==> src/rtl/vga_pkg.sv <==
// Shared definitions for the VGA scan-out path: default geometry, pixel type
// and the VRAM arbiter state encoding.
package vga_pkg;

    localparam int unsigned H_ACTIVE_DEF = 640;
    localparam int unsigned V_ACTIVE_DEF = 480;
    localparam int unsigned PIX_DW_DEF   = 12;

    // One RGB444 pixel.
    typedef logic [PIX_DW_DEF-1:0] pixel_t;

    typedef enum logic [1:0] {
        StIdle = 2'd0,
        StFill = 2'd1,
        StRun  = 2'd2
    } arb_state_e;

endpackage

==> src/rtl/vram_prefetch_fifo.sv <==
// First-word-fall-through prefetch FIFO: the head entry is always visible on
// rdata_o, and a pop simply advances past it. flush_i empties the FIFO and
// takes priority over a push or pop in the same cycle.
module vram_prefetch_fifo #(
    parameter int unsigned DW    = 12,
    parameter int unsigned DEPTH = 8,
    localparam int unsigned PW   = $clog2(DEPTH),
    localparam int unsigned CW   = PW + 1
) (
    input  logic          clk,
    input  logic          rst_n,
    input  logic          flush_i,
    input  logic          push_i,
    input  logic [DW-1:0] wdata_i,
    input  logic          pop_i,
    output logic [DW-1:0] rdata_o,
    output logic [CW-1:0] count_o,
    output logic          empty_o
);

    logic [DW-1:0] storage_q [DEPTH];
    logic [PW-1:0] wr_ptr_q, wr_ptr_d;
    logic [PW-1:0] rd_ptr_q, rd_ptr_d;
    logic [CW-1:0] count_q, count_d;

    // Pointer and occupancy update; pointers wrap naturally (DEPTH is 2^PW).
    always_comb begin
        wr_ptr_d = wr_ptr_q;
        rd_ptr_d = rd_ptr_q;
        count_d  = count_q;
        if (flush_i) begin
            wr_ptr_d = '0;
            rd_ptr_d = '0;
            count_d  = '0;
        end else begin
            if (push_i) wr_ptr_d = wr_ptr_q + PW'(1);
            if (pop_i)  rd_ptr_d = rd_ptr_q + PW'(1);
            count_d = count_q + CW'(push_i) - CW'(pop_i);
        end
    end

    // Control state register.
    always_ff @(posedge clk or negedge rst_n) begin
        if (!rst_n) begin
            wr_ptr_q <= '0;
            rd_ptr_q <= '0;
            count_q  <= '0;
        end else begin
            wr_ptr_q <= wr_ptr_d;
            rd_ptr_q <= rd_ptr_d;
            count_q  <= count_d;
        end
    end

    // Data storage; contents are don't-care until written, so no reset.
    always_ff @(posedge clk) begin
        if (push_i && !flush_i) storage_q[wr_ptr_q] <= wdata_i;
    end

    assign rdata_o = storage_q[rd_ptr_q];
    assign count_o = count_q;
    assign empty_o = (count_q == '0);

endmodule

==> src/rtl/vram_scan_arbiter.sv <==
// Single-port VRAM arbiter between display prefetch (priority) and a game-logic
// writer. Optional feature: define VRAM_WR_SLOT_EN to let a writer that has
// waited 16 cycles steal one display slot in RUN when the FIFO holds >= 2.
module vram_scan_arbiter
    import vga_pkg::*;
#(
    parameter int unsigned AW         = 19,
    parameter int unsigned DW         = 12,
    parameter int unsigned H_ACTIVE   = H_ACTIVE_DEF,
    parameter int unsigned V_ACTIVE   = V_ACTIVE_DEF,
    parameter int unsigned FIFO_DEPTH = 8
) (
    input  logic          clk,
    input  logic          rst_n,
    input  logic          frame_start,
    input  logic          pix_req,
    output logic [DW-1:0] pix_data,
    output logic          underflow,
    input  logic          wr_valid,
    output logic          wr_ready,
    input  logic [AW-1:0] wr_addr,
    input  logic [DW-1:0] wr_data,
    output logic          mem_en,
    output logic          mem_we,
    output logic [AW-1:0] mem_addr,
    output logic [DW-1:0] mem_wdata,
    input  logic [DW-1:0] mem_rdata
);

    localparam int unsigned CW = $clog2(FIFO_DEPTH) + 1;
    localparam logic [AW-1:0] PIX_TOTAL = AW'(H_ACTIVE * V_ACTIVE);

    arb_state_e    state_q, state_d;
    logic [AW-1:0] fetch_addr_q, fetch_addr_d;
    logic          inflight_q, inflight_d;
    logic [1:0]    discard_q, discard_d;
    logic          underflow_q, underflow_d;

    logic [CW-1:0] fifo_count;
    logic          fifo_empty;
    logic [DW-1:0] fifo_head;
    logic          fill_room, rd_issue, wr_grant, force_wr, push, pop;

`ifdef VRAM_WR_SLOT_EN
    logic [3:0] wait_q, wait_d;
`endif

    // Arbitration: display read unless the starved writer is forced through.
    always_comb begin
        fill_room = ({1'b0, fifo_count} + {{CW{1'b0}}, inflight_q}) < (CW + 1)'(FIFO_DEPTH);
`ifdef VRAM_WR_SLOT_EN
        force_wr = wr_valid && (state_q == StRun) && (wait_q == 4'd15) &&
                   (fifo_count >= CW'(2));
`else
        force_wr = 1'b0;
`endif
        rd_issue = (state_q != StIdle) && (fetch_addr_q < PIX_TOTAL) && fill_room && !force_wr;
        // Gated by rst_n so every output reads 0 while reset is held.
        wr_grant = rst_n && wr_valid && !rd_issue &&
                   ((state_q == StRun) || (state_q == StIdle));
    end

    // VRAM port and writer handshake.
    always_comb begin
        mem_en    = rd_issue || wr_grant;
        mem_we    = wr_grant;
        mem_addr  = '0;
        mem_wdata = '0;
        if (rd_issue) begin
            mem_addr = fetch_addr_q;
        end else if (wr_grant) begin
            mem_addr  = wr_addr;
            mem_wdata = wr_data;
        end
        wr_ready = wr_grant;
    end

    // Read return, pixel consume and flush bookkeeping.
    always_comb begin
        // A read issued in the frame_start cycle belongs to the old frame.
        push         = inflight_q && (discard_q == 2'd0) && !frame_start;
        pop          = pix_req && !fifo_empty && !frame_start;
        inflight_d   = rd_issue;
        fetch_addr_d = fetch_addr_q;
        discard_d    = discard_q;
        underflow_d  = underflow_q;
        if (frame_start) begin
            fetch_addr_d = '0;
            // Any data returning now is dropped by the flush itself.
            discard_d    = {1'b0, rd_issue};
            underflow_d  = 1'b0;
        end else begin
            if (rd_issue) fetch_addr_d = fetch_addr_q + AW'(1);
            if (inflight_q && (discard_q != 2'd0)) discard_d = discard_q - 2'd1;
            if (pix_req && fifo_empty) underflow_d = 1'b1;
        end
    end

    // State machine next-state.
    always_comb begin
        state_d = state_q;
        unique case (state_q)
            StIdle: if (frame_start) state_d = StFill;
            StFill: begin
                if (frame_start) state_d = StFill;
                else if (fifo_count == CW'(FIFO_DEPTH)) state_d = StRun;
            end
            StRun:  if (frame_start) state_d = StFill;
            default: state_d = StIdle;
        endcase
    end

    // Arbiter state registers.
    always_ff @(posedge clk or negedge rst_n) begin
        if (!rst_n) begin
            state_q      <= StIdle;
            fetch_addr_q <= '0;
            inflight_q   <= 1'b0;
            discard_q    <= 2'd0;
            underflow_q  <= 1'b0;
        end else begin
            state_q      <= state_d;
            fetch_addr_q <= fetch_addr_d;
            inflight_q   <= inflight_d;
            discard_q    <= discard_d;
            underflow_q  <= underflow_d;
        end
    end

`ifdef VRAM_WR_SLOT_EN
    // Writer starvation counter: consecutive cycles with wr_valid and no grant.
    always_comb begin
        wait_d = wait_q;
        if (!wr_valid || wr_grant) wait_d = 4'd0;
        else if (wait_q != 4'd15) wait_d = wait_q + 4'd1;
    end

    // Starvation counter register.
    always_ff @(posedge clk or negedge rst_n) begin
        if (!rst_n) wait_q <= 4'd0;
        else        wait_q <= wait_d;
    end
`endif

    assign underflow = underflow_q;
    assign pix_data  = pop ? fifo_head : '0;

    vram_prefetch_fifo #(
        .DW    (DW),
        .DEPTH (FIFO_DEPTH)
    ) u_fifo (
        .clk     (clk),
        .rst_n   (rst_n),
        .flush_i (frame_start),
        .push_i  (push),
        .wdata_i (mem_rdata),
        .pop_i   (pop),
        .rdata_o (fifo_head),
        .count_o (fifo_count),
        .empty_o (fifo_empty)
    );

endmodule

==> config.mk <==
export PLATFORM = sky130hd
export DESIGN_NAME = vram_scan_arbiter
export DESIGN_NICKNAME = d
export VERILOG_FILES = /design/src/rtl/vga_pkg.sv /design/src/rtl/vram_prefetch_fifo.sv /design/src/rtl/vram_scan_arbiter.sv
export SDC_FILE = /design/constraint.sdc
export NUM_CORES = 1
export LEC_CHECK = 0
export CORE_MARGIN = 1.5
export CORE_UTILIZATION = 35
export CTS_BUF_LIST = sky130_fd_sc_hd__clkbuf_8
export DETAILED_ROUTE_END_ITERATION = 8
export GPL_TIMING_DRIVEN = 0
export MAX_ROUTING_LAYER = met4
export PLACE_DENSITY_LB_ADDON = 0.08
export SETUP_SLACK_MARGIN = 0.5
export SLEW_MARGIN = 20
export SYNTH_ARGS = -nofsm -noshare
export SYNTH_HDL_FRONTEND = slang
export SYNTH_SLANG_ARGS = --single-unit
==> constraint.sdc <==
create_clock -name clk -period 2.8 [get_ports clk]
set_input_delay 0.84 -clock clk [delete_from_list [all_inputs] [get_ports clk]]
set_output_delay 0.84 -clock clk [all_outputs]
set_load 0.03 [all_outputs]
==> results of run 1 <==
[through the flow]
step | TNS (ps) | cells | util [%]
2_1_floorplan | 0 | 410 | -
6_report | -15480 | 801 | 55.03
5_1_grt | -20460 | 801 | 55.03
3_3_place_gp | -152610 | 724 | 45.73
3_5_place_dp | -71510 | 725 | 45.99
4_1_cts | -17980 | 793 | 53.36
[layout by cell type, fill, tap and decap left out, types with 10 or more instances in the layout]
master            n
edfxtp_1         96
buf_6            66
clkdlybuf4s50_1  44
dfrtp_1          32
mux4_2           24
nor2_1           22
clkbuf_8         20
nand2_1          18
nor2_4           18
buf_4            18
a22o_4           17
and2_4           12
mux2i_4          10
nand3_1          10
[layer usage]
layer  vias up  GRT usage [%]  part of all wire (%)
li1       1887              -                     -
met1      2051          23.98                    44
met2       135          27.69                    49
met3        20          4.406                   5.5
met4         0          6.166                   1.5
met5         -              -                     0
[report_power, final]
| group | total (mW) | internal (mW) | switching [mW] |
|---|---|---|---|
| combinational | 3.23 | 1.69 | 1.54 |
| clock | 1.52 | 0.779 | 0.741 |
| sequential | 2.32 | 2.23 | 0.0965 |
| total | 7.07 | 4.69 | 2.38 |
[final timing paths]
kind / to
worst max-delay path: mem_addr[4]
worst min-delay path: fetch_addr_q[11]$_DFFE_PN0P_
worst max register to register: u_fifo.count_o[1]$_DFF_PN0_
worst min register to register: underflow$_DFFE_PN0P_
max in group asynchronous: fetch_addr_q[12]$_DFFE_PN0P_
min in group clk: underflow$_DFFE_PN0P_
[synth_stat cells, drive strengths merged (2+ instances only)]
cell | count | share of area (%)
nand2b | 5 | 0.53
o21ai | 2 | 0.17
buf | 11 | 0.97
mux2i | 14 | 2.4
a22o | 18 | 2.7
nor2b | 5 | 0.53
a21oi | 17 | 1.4
and4 | 2 | 0.30
inv | 11 | 0.70
dfrtp | 35 | 15
nand3 | 10 | 0.85
edfxtp | 96 | 49
o31ai | 7 | 0.89
mux4 | 24 | 9.2
xor2 | 4 | 0.59
or4 | 8 | 1.1
nand4 | 2 | 0.21
and2 | 14 | 1.5
nor3 | 3 | 0.25
nand2 | 23 | 1.5
xnor2 | 10 | 1.5
nor2 | 42 | 2.7
nor4 | 7 | 0.74
or2 | 2 | 0.21
ha | 12 | 2.5
clkbuf | 10 | 0.64
or3 | 3 | 0.40
[kinds of logic (layout without fill, tap and decap cells)]
group	Yosys count	after routing	share of synthesized area, %
simple gates	130	130	11.25
flops	131	131	63.66
compound gates	50	50	5.976
xor+xnor	14	14	2.077
fa+ha+maj	13	13	2.882
mux	39	39	11.78
buf+inv	33	204	2.373
[registers in the layout (all words and copies together) (netlist names)]
name	count
state_q	2
u_fifo.count_o	4
u_fifo.storage_q	96
u_fifo.rd_ptr_q	3
inflight_q	1
fetch_addr_q	19
u_fifo.wr_ptr_q	3
underflow	1
discard_q	2
[timing repair]
item	in CTS	in global routing
setup endpoints to repair	153	70
cloned	7	0
resized for setup	415	45
setup buffers	31	8
pin swaps	40	29
endpoints found under the hold margin	0	0
[cell type report]
type                            instances  area share, %
Buffer                                 21          2.862
Clock buffer                           17          2.573
Clock inverter                         13          1.486
Inverter                               12         0.7705
Multi-Input combinational cell        246          30.50
Sequential cell                       131          41.37
Tap cell                              220          3.027
Timing Repair Buffer                  141          17.41
==> flow_metrics.env, run 1 <==
export IMPL_grt_antenna_before_repair=0
export IMPL_port_buffers=94
export IMPL_critical_path_arrival_ps=2400
export IMPL_critical_path_startpoint="u_fifo.count_o[2]$_DFF_PN0_"
export IMPL_fin_hold_ws_ps=277.0
export IMPL_reg2reg_from="u_fifo.count_o[2]$_DFF_PN0_"
export IMPL_clock_insertion_delay_worst_skew_ps=440
export IMPL_wl_per_cell_um=18.75
export IMPL_total_power_mw=7.072
export IMPL_layout_cell_area_non_filler_um2=9094
export IMPL_drc=0
export IMPL_criticalPathCategory="flop to primary output"
export IMPL_crit_path_cell_count=9
export IMPL_post_synth_inst_count=410
export IMPL_cp_end_kind="primary output"
export IMPL_post_synth_cell_area_avg_um2=14.40
export IMPL_first_pass_grt_wire_length_mm=23.22
export IMPL_die_footprint_um2=17660
export IMPL_dpl_worst_slack_ps=-898.2
export IMPL_failing_checks="negative setup slack"
export IMPL_worst_endpoint_required_ps=1960
export IMPL_start_util_pct=35.73
export IMPL_fin_skew_ps=10.53
export IMPL_floorplan_core_area_um2=16520
export IMPL_critical_path_startpoint_type="flop"
export IMPL_grt_max_degree=26
export IMPL_gp_routability_congestion=0.7649
export IMPL_final_nets=631
export IMPL_cts_tree="done"
export IMPL_num_rows=47
export IMPL_worst_slew_pin_slew_ps=726.4
export IMPL_worst_path_largest_cell_delay_ps=380
export IMPL_cts_htree_levels=4
export IMPL_fin_ws_ps=-440.2
export IMPL_power_leakage_nw=3.278
export IMPL_p_per_area_nw_per_um2=777.7
export IMPL_rr_worst_depth=16
export IMPL_yosysWarnings=0
export IMPL_slew_limit_headroom_pct=51.57
export IMPL_netlist_area_um2=5904
export IMPL_crit_path_top_delay_cell="dfrtp_1"
export IMPL_setup_viol=46
export IMPL_syn_nets=471
export IMPL_fp_dieH_um=132.9
export IMPL_timing_max_cap_violations=0
export IMPL_place_detailed_hpwl_mm=9.141
export IMPL_crit_fanout=7
export IMPL_num_io_pins=95
export IMPL_path_cells="ha_2 -> nor2b_1 -> a211o_2 -> or3_4 -> clkinv_8 -> nor2_4 -> buf_16 -> a22o_4 -> buf_6"
export IMPL_status="finished with violations"
export IMPL_route_antenna_remaining_nets=0
export IMPL_synthDistinctLibCells=45
export IMPL_hold_buffers=0
export IMPL_antenna_diode_count=0
export IMPL_vias_per_cell=5.110
export IMPL_synth_edf_count=96
export IMPL_worst_setup_hold_path_clk_slew_ps=80
export IMPL_drt_pre_antenna_iters=4
export IMPL_postSynthRegisterBits=131
export IMPL_post_route_cells_drive_above_1_share_pct=48.36
export IMPL_slew_viol_final=0
export IMPL_yosys_most_used_dff="edfxtp_1"
export IMPL_asyncSetResetFlopFracSynth_pct=26.72
export IMPL_cts_root_to_sink_buffers=2
export IMPL_rrSetupSlack_ps=70
export IMPL_multiInputGateArea_um2=2774
export IMPL_period_share_pct=115.7
export IMPL_dr_total_vias=4093
export IMPL_layout_filler_cells=1344
export IMPL_hold_viol_final=0
export IMPL_synth_seq_area_share_pct=63.66
export IMPL_vdd_ir_drop_worst_uv=336.4
export IMPL_maxClockFrequency_ghz=0.3086
export IMPL_cpLargestDelayFamily="compound AO/OA/AOI/OAI gates"
export IMPL_finalWirelength_mm=15.02
export IMPL_globalRouteTotalUtil_pct=18.20
export IMPL_regArea_um2=3762
export IMPL_grt_overflow_total=0
export IMPL_syn2layout_area_growth_pct=54.02
export IMPL_drt_iter0_drc=294
export IMPL_clk_sinks=131
export IMPL_dpl_cell_area_um2=7600
export IMPL_numCtsBuffers=17
export IMPL_rsz0062_at_grt="true"
export IMPL_ctsRootBufferMaster="clkbuf_8"
export IMPL_final_min_clock_period_ps=3240
export IMPL_hold_class="input pin to asynchronous set/reset pin"
export IMPL_floorplan_die_width_um=132.9
export IMPL_cp_num_buf_inv=3
export IMPL_grt_pass1_vias=4199
Note: power is estimated with default switching activity, not from simulation.
==> inputs of run 2 (changes only) <==
PLACE_DENSITY = 0.67   (was default)
PLACE_DENSITY_LB_ADDON = default   (was 0.08)
==> run 2 against run 1 <==
  * The run still ends with negative setup slack left
  * Die area unchanged
  * Clock skew barely moved
  * Combinational power decreased by 4%
  * Register-to-register slack gained 120 ps
  * Core utilization down 0.23 points
  * Sequential power barely moved
  * Count of clock-buffer cells in the layout did not move
  * Sequential cell count stayed put
  * Power increased by 0.14%
  * Cell area fell by 0.43%
  * Non-clock buffer count stayed put
==> flow_metrics.env, run 2 (synthesis results as in run 1) <==
export IMPL_hold_class="input pin to asynchronous set/reset pin"
export IMPL_largest_reg_flops=96
export IMPL_status="finished with violations"
export IMPL_num_io_pins=95
export IMPL_failing_checks="negative setup slack"
export IMPL_hold_buffers=0
export IMPL_clock_insertion_delay_worst_skew_ps=430
export IMPL_period_share_pct=114.6
export IMPL_placed_cells_incl_taps=725
export IMPL_dpl_cell_area_um2=7600
export IMPL_crit_fanout=7
export IMPL_worst_path_largest_cell_delay_ps=430
export IMPL_reg2reg_from="u_fifo.count_o[3]$_DFF_PN0_"
export IMPL_cts_tree="done"
export IMPL_globalRouteTotalUtil_pct=17.28
export IMPL_place_detailed_hpwl_mm=8.784
export IMPL_clk_sinks=131
export IMPL_final_min_clock_period_ps=3208
export IMPL_final_nets=631
export IMPL_start_util_pct=35.73
export IMPL_slew_viol_final=0
export IMPL_finalWirelength_mm=14.13
export IMPL_worst_endpoint_required_ps=1960
export IMPL_vias_per_cell=5.050
export IMPL_floorplan_die_width_um=132.9
export IMPL_mostFrequentLayoutCells="edfxtp_1 (96), buf_6 (66), clkdlybuf4s50_1 (44)"
export IMPL_layout_cells_non_filler=803
export IMPL_rsz0062_at_grt="true"
export IMPL_gp_routability_congestion=0.7792
export IMPL_cp_num_buf_inv=3
export IMPL_criticalPathCategory="flop to primary output"
export IMPL_layout_filler_cells=1264
export IMPL_grt_pass1_vias=4306
export IMPL_grt_overflow_total=0
export IMPL_hold_viol_final=0
export IMPL_most_common_cell_after_layout_fill_and_taps_aside="edfxtp_1"
export IMPL_p_per_area_nw_per_um2=782.1
export IMPL_drt_pre_antenna_iters=5
export IMPL_fin_ws_ps=-408.1
export IMPL_num_rows=47
export IMPL_grt_max_degree=26
export IMPL_cpLargestDelayFamily="simple AND/OR/NAND/NOR gates"
export IMPL_drt_iter0_drc=178
export IMPL_worst_setup_hold_path_clk_slew_ps=80
export IMPL_wl_per_cell_um=17.60
export IMPL_route_antenna_remaining_nets=0
export IMPL_rr_worst_depth=14
export IMPL_post_route_cells_drive_above_1_share_pct=47.68
export IMPL_layout_cell_area_non_filler_um2=9055
export IMPL_first_pass_grt_wire_length_mm=22.61
export IMPL_power_leakage_nw=3.300
export IMPL_slew_limit_headroom_pct=59.13
export IMPL_port_buffers=94
export IMPL_r2r_end="u_fifo.count_o[1]$_DFF_PN0_"
export IMPL_numCtsBuffers=17
export IMPL_critical_path_arrival_ps=2370
export IMPL_timing_max_cap_violations=0
export IMPL_vdd_ir_drop_worst_uv=417.1
export IMPL_rrSetupSlack_ps=190
export IMPL_crit_path_top_delay_cell="dfrtp_1"
export IMPL_floorplan_core_area_um2=16520
export IMPL_maxClockFrequency_ghz=0.3117
export IMPL_register_with_the_most_flip_flops="u_fifo.storage_q"
export IMPL_antenna_diode_count=0
export IMPL_setup_viol=46
export IMPL_path_cells="nand2_2 -> a211o_1 -> or3_4 -> clkinv_8 -> nor2_4 -> clkbuf_16 -> a22o_4 -> buf_6"
export IMPL_fp_dieH_um=132.9
export IMPL_drc=0
export IMPL_worst_slew_pin_slew_ps=613.1
export IMPL_cts_root_to_sink_buffers=2
export IMPL_critical_path_startpoint_type="flop"
export IMPL_cts_htree_levels=4
export IMPL_dr_total_vias=4055
export IMPL_grt_antenna_before_repair=0
export IMPL_ctsRootBufferMaster="clkbuf_8"
export IMPL_fin_skew_ps=10.29
export IMPL_cp_end_kind="primary output"
export IMPL_syn2layout_area_growth_pct=53.36
export IMPL_utilization_pct=54.80
export IMPL_die_footprint_um2=17660
==> run 2: cell count changes in the layout (fill, tap and decap cells not counted), moves of 3 or more <==
| cell | delta |
|---|---|
| o31ai_4 | -5 |
| mux2i_4 | -3 |
| o31ai_1 | +6 |
| buf_12 | +3 |
| mux2i_2 | +3 |
| buf_16 | -3 |
| clkinv_4 | +5 |
==> run 2: layout make-up <==
type	count	area [µm²]	share of cell area (%)
flip-flops and latches	131	3764	41.56
multi-input cells	246	2699	29.81
repair buffers	141	1578	17.42
well taps	220	275.3	3.040
plain buffers	21	254.0	2.805
clock buffers	17	234.0	2.584
clock inverters	15	183.9	2.031
inverters	12	67.56	0.7462
==> run 2: routing by layer <==
| layer | vias to the layer above | share of wire (%) | GRT usage [%] | wire [µm] |
|---|---|---|---|---|
| li1 | 1886 | - | - | - |
| met2 | 137 | 52 | 29.17 | 7414 |
| met3 | 12 | 4.4 | 3.525 | 616 |
| met4 | 0 | 0.86 | 5.250 | 121 |
| met1 | 2020 | 42 | 20.97 | 5981 |
| met5 | - | 0 | - | 0 |
==> run 2: worst max path at each step <==
| stage | from | to | slack [ps] | cells past startpoint |
|---|---|---|---|---|
| floorplan | u_fifo.count_o[1]$_DFF_PN0_ | mem_addr[18] | 140 | 7 |
| global placement | rst_n | mem_wdata[1] | -2180 | 6 |
| detailed placement | pix_req | pix_data[4] | -920 | 6 |
| CTS | u_fifo.count_o[1]$_DFF_PN0_ | mem_addr[14] | -490 | 9 |
| global route | u_fifo.count_o[0]$_DFF_PN0_ | mem_addr[3] | -500 | 8 |
| finish | u_fifo.count_o[0]$_DFF_PN0_ | mem_addr[5] | -410 | 8 |
==> run 2: worst reg2reg max path: stages (launching register included) <==
cell and delay (ps):
dfrtp_2 430, inv_1 90, ha_4 170, nand2_4 80, nand2_8 50, or2_4 270
clkbuf_16 190, buf_8 130, buf_6 120, inv_4 50, ha_4 190, inv_4 50
ha_4 130, fa_2 430, nor2b_4 130
==> run 2: report_power, final <==
group / switching (mW) / total (mW) / leakage, nW / internal (mW)
clock network: 0.757 / 1.65 / 0.208 / 0.890
logic: 1.45 / 3.09 / 1.76 / 1.64
registers: 0.115 / 2.34 / 1.33 / 2.23
==> run 2: what timing repair did <==
action                     in CTS  in global routing
cloned                          2                  1
setup endpoints to repair     150                 58
pin swaps                      29                 30
resized for setup             410                 40
buffers inserted               30                 13
==> run 2: per-stage QoR <==
stage                     worst slack (ps)  TNS, ps  hold slack [ps]  total power, mW
after floorplan                      137.7        0            462.1            3.885
after global placement               -2177  -140510            477.1            4.412
after detailed placement            -923.2   -71130            498.3            4.462
after CTS                           -487.3   -17290            219.1            6.841
after global routing                -501.8   -17660            225.1            7.439
final                               -408.1   -13210            241.4            7.082
==> inputs of run 3 (changes only) <==
CTS_CLUSTER_DIAMETER = 80   (was default)
==> results of run 3 <==
Final layout, timing and power as in run 2 (identical DEF).
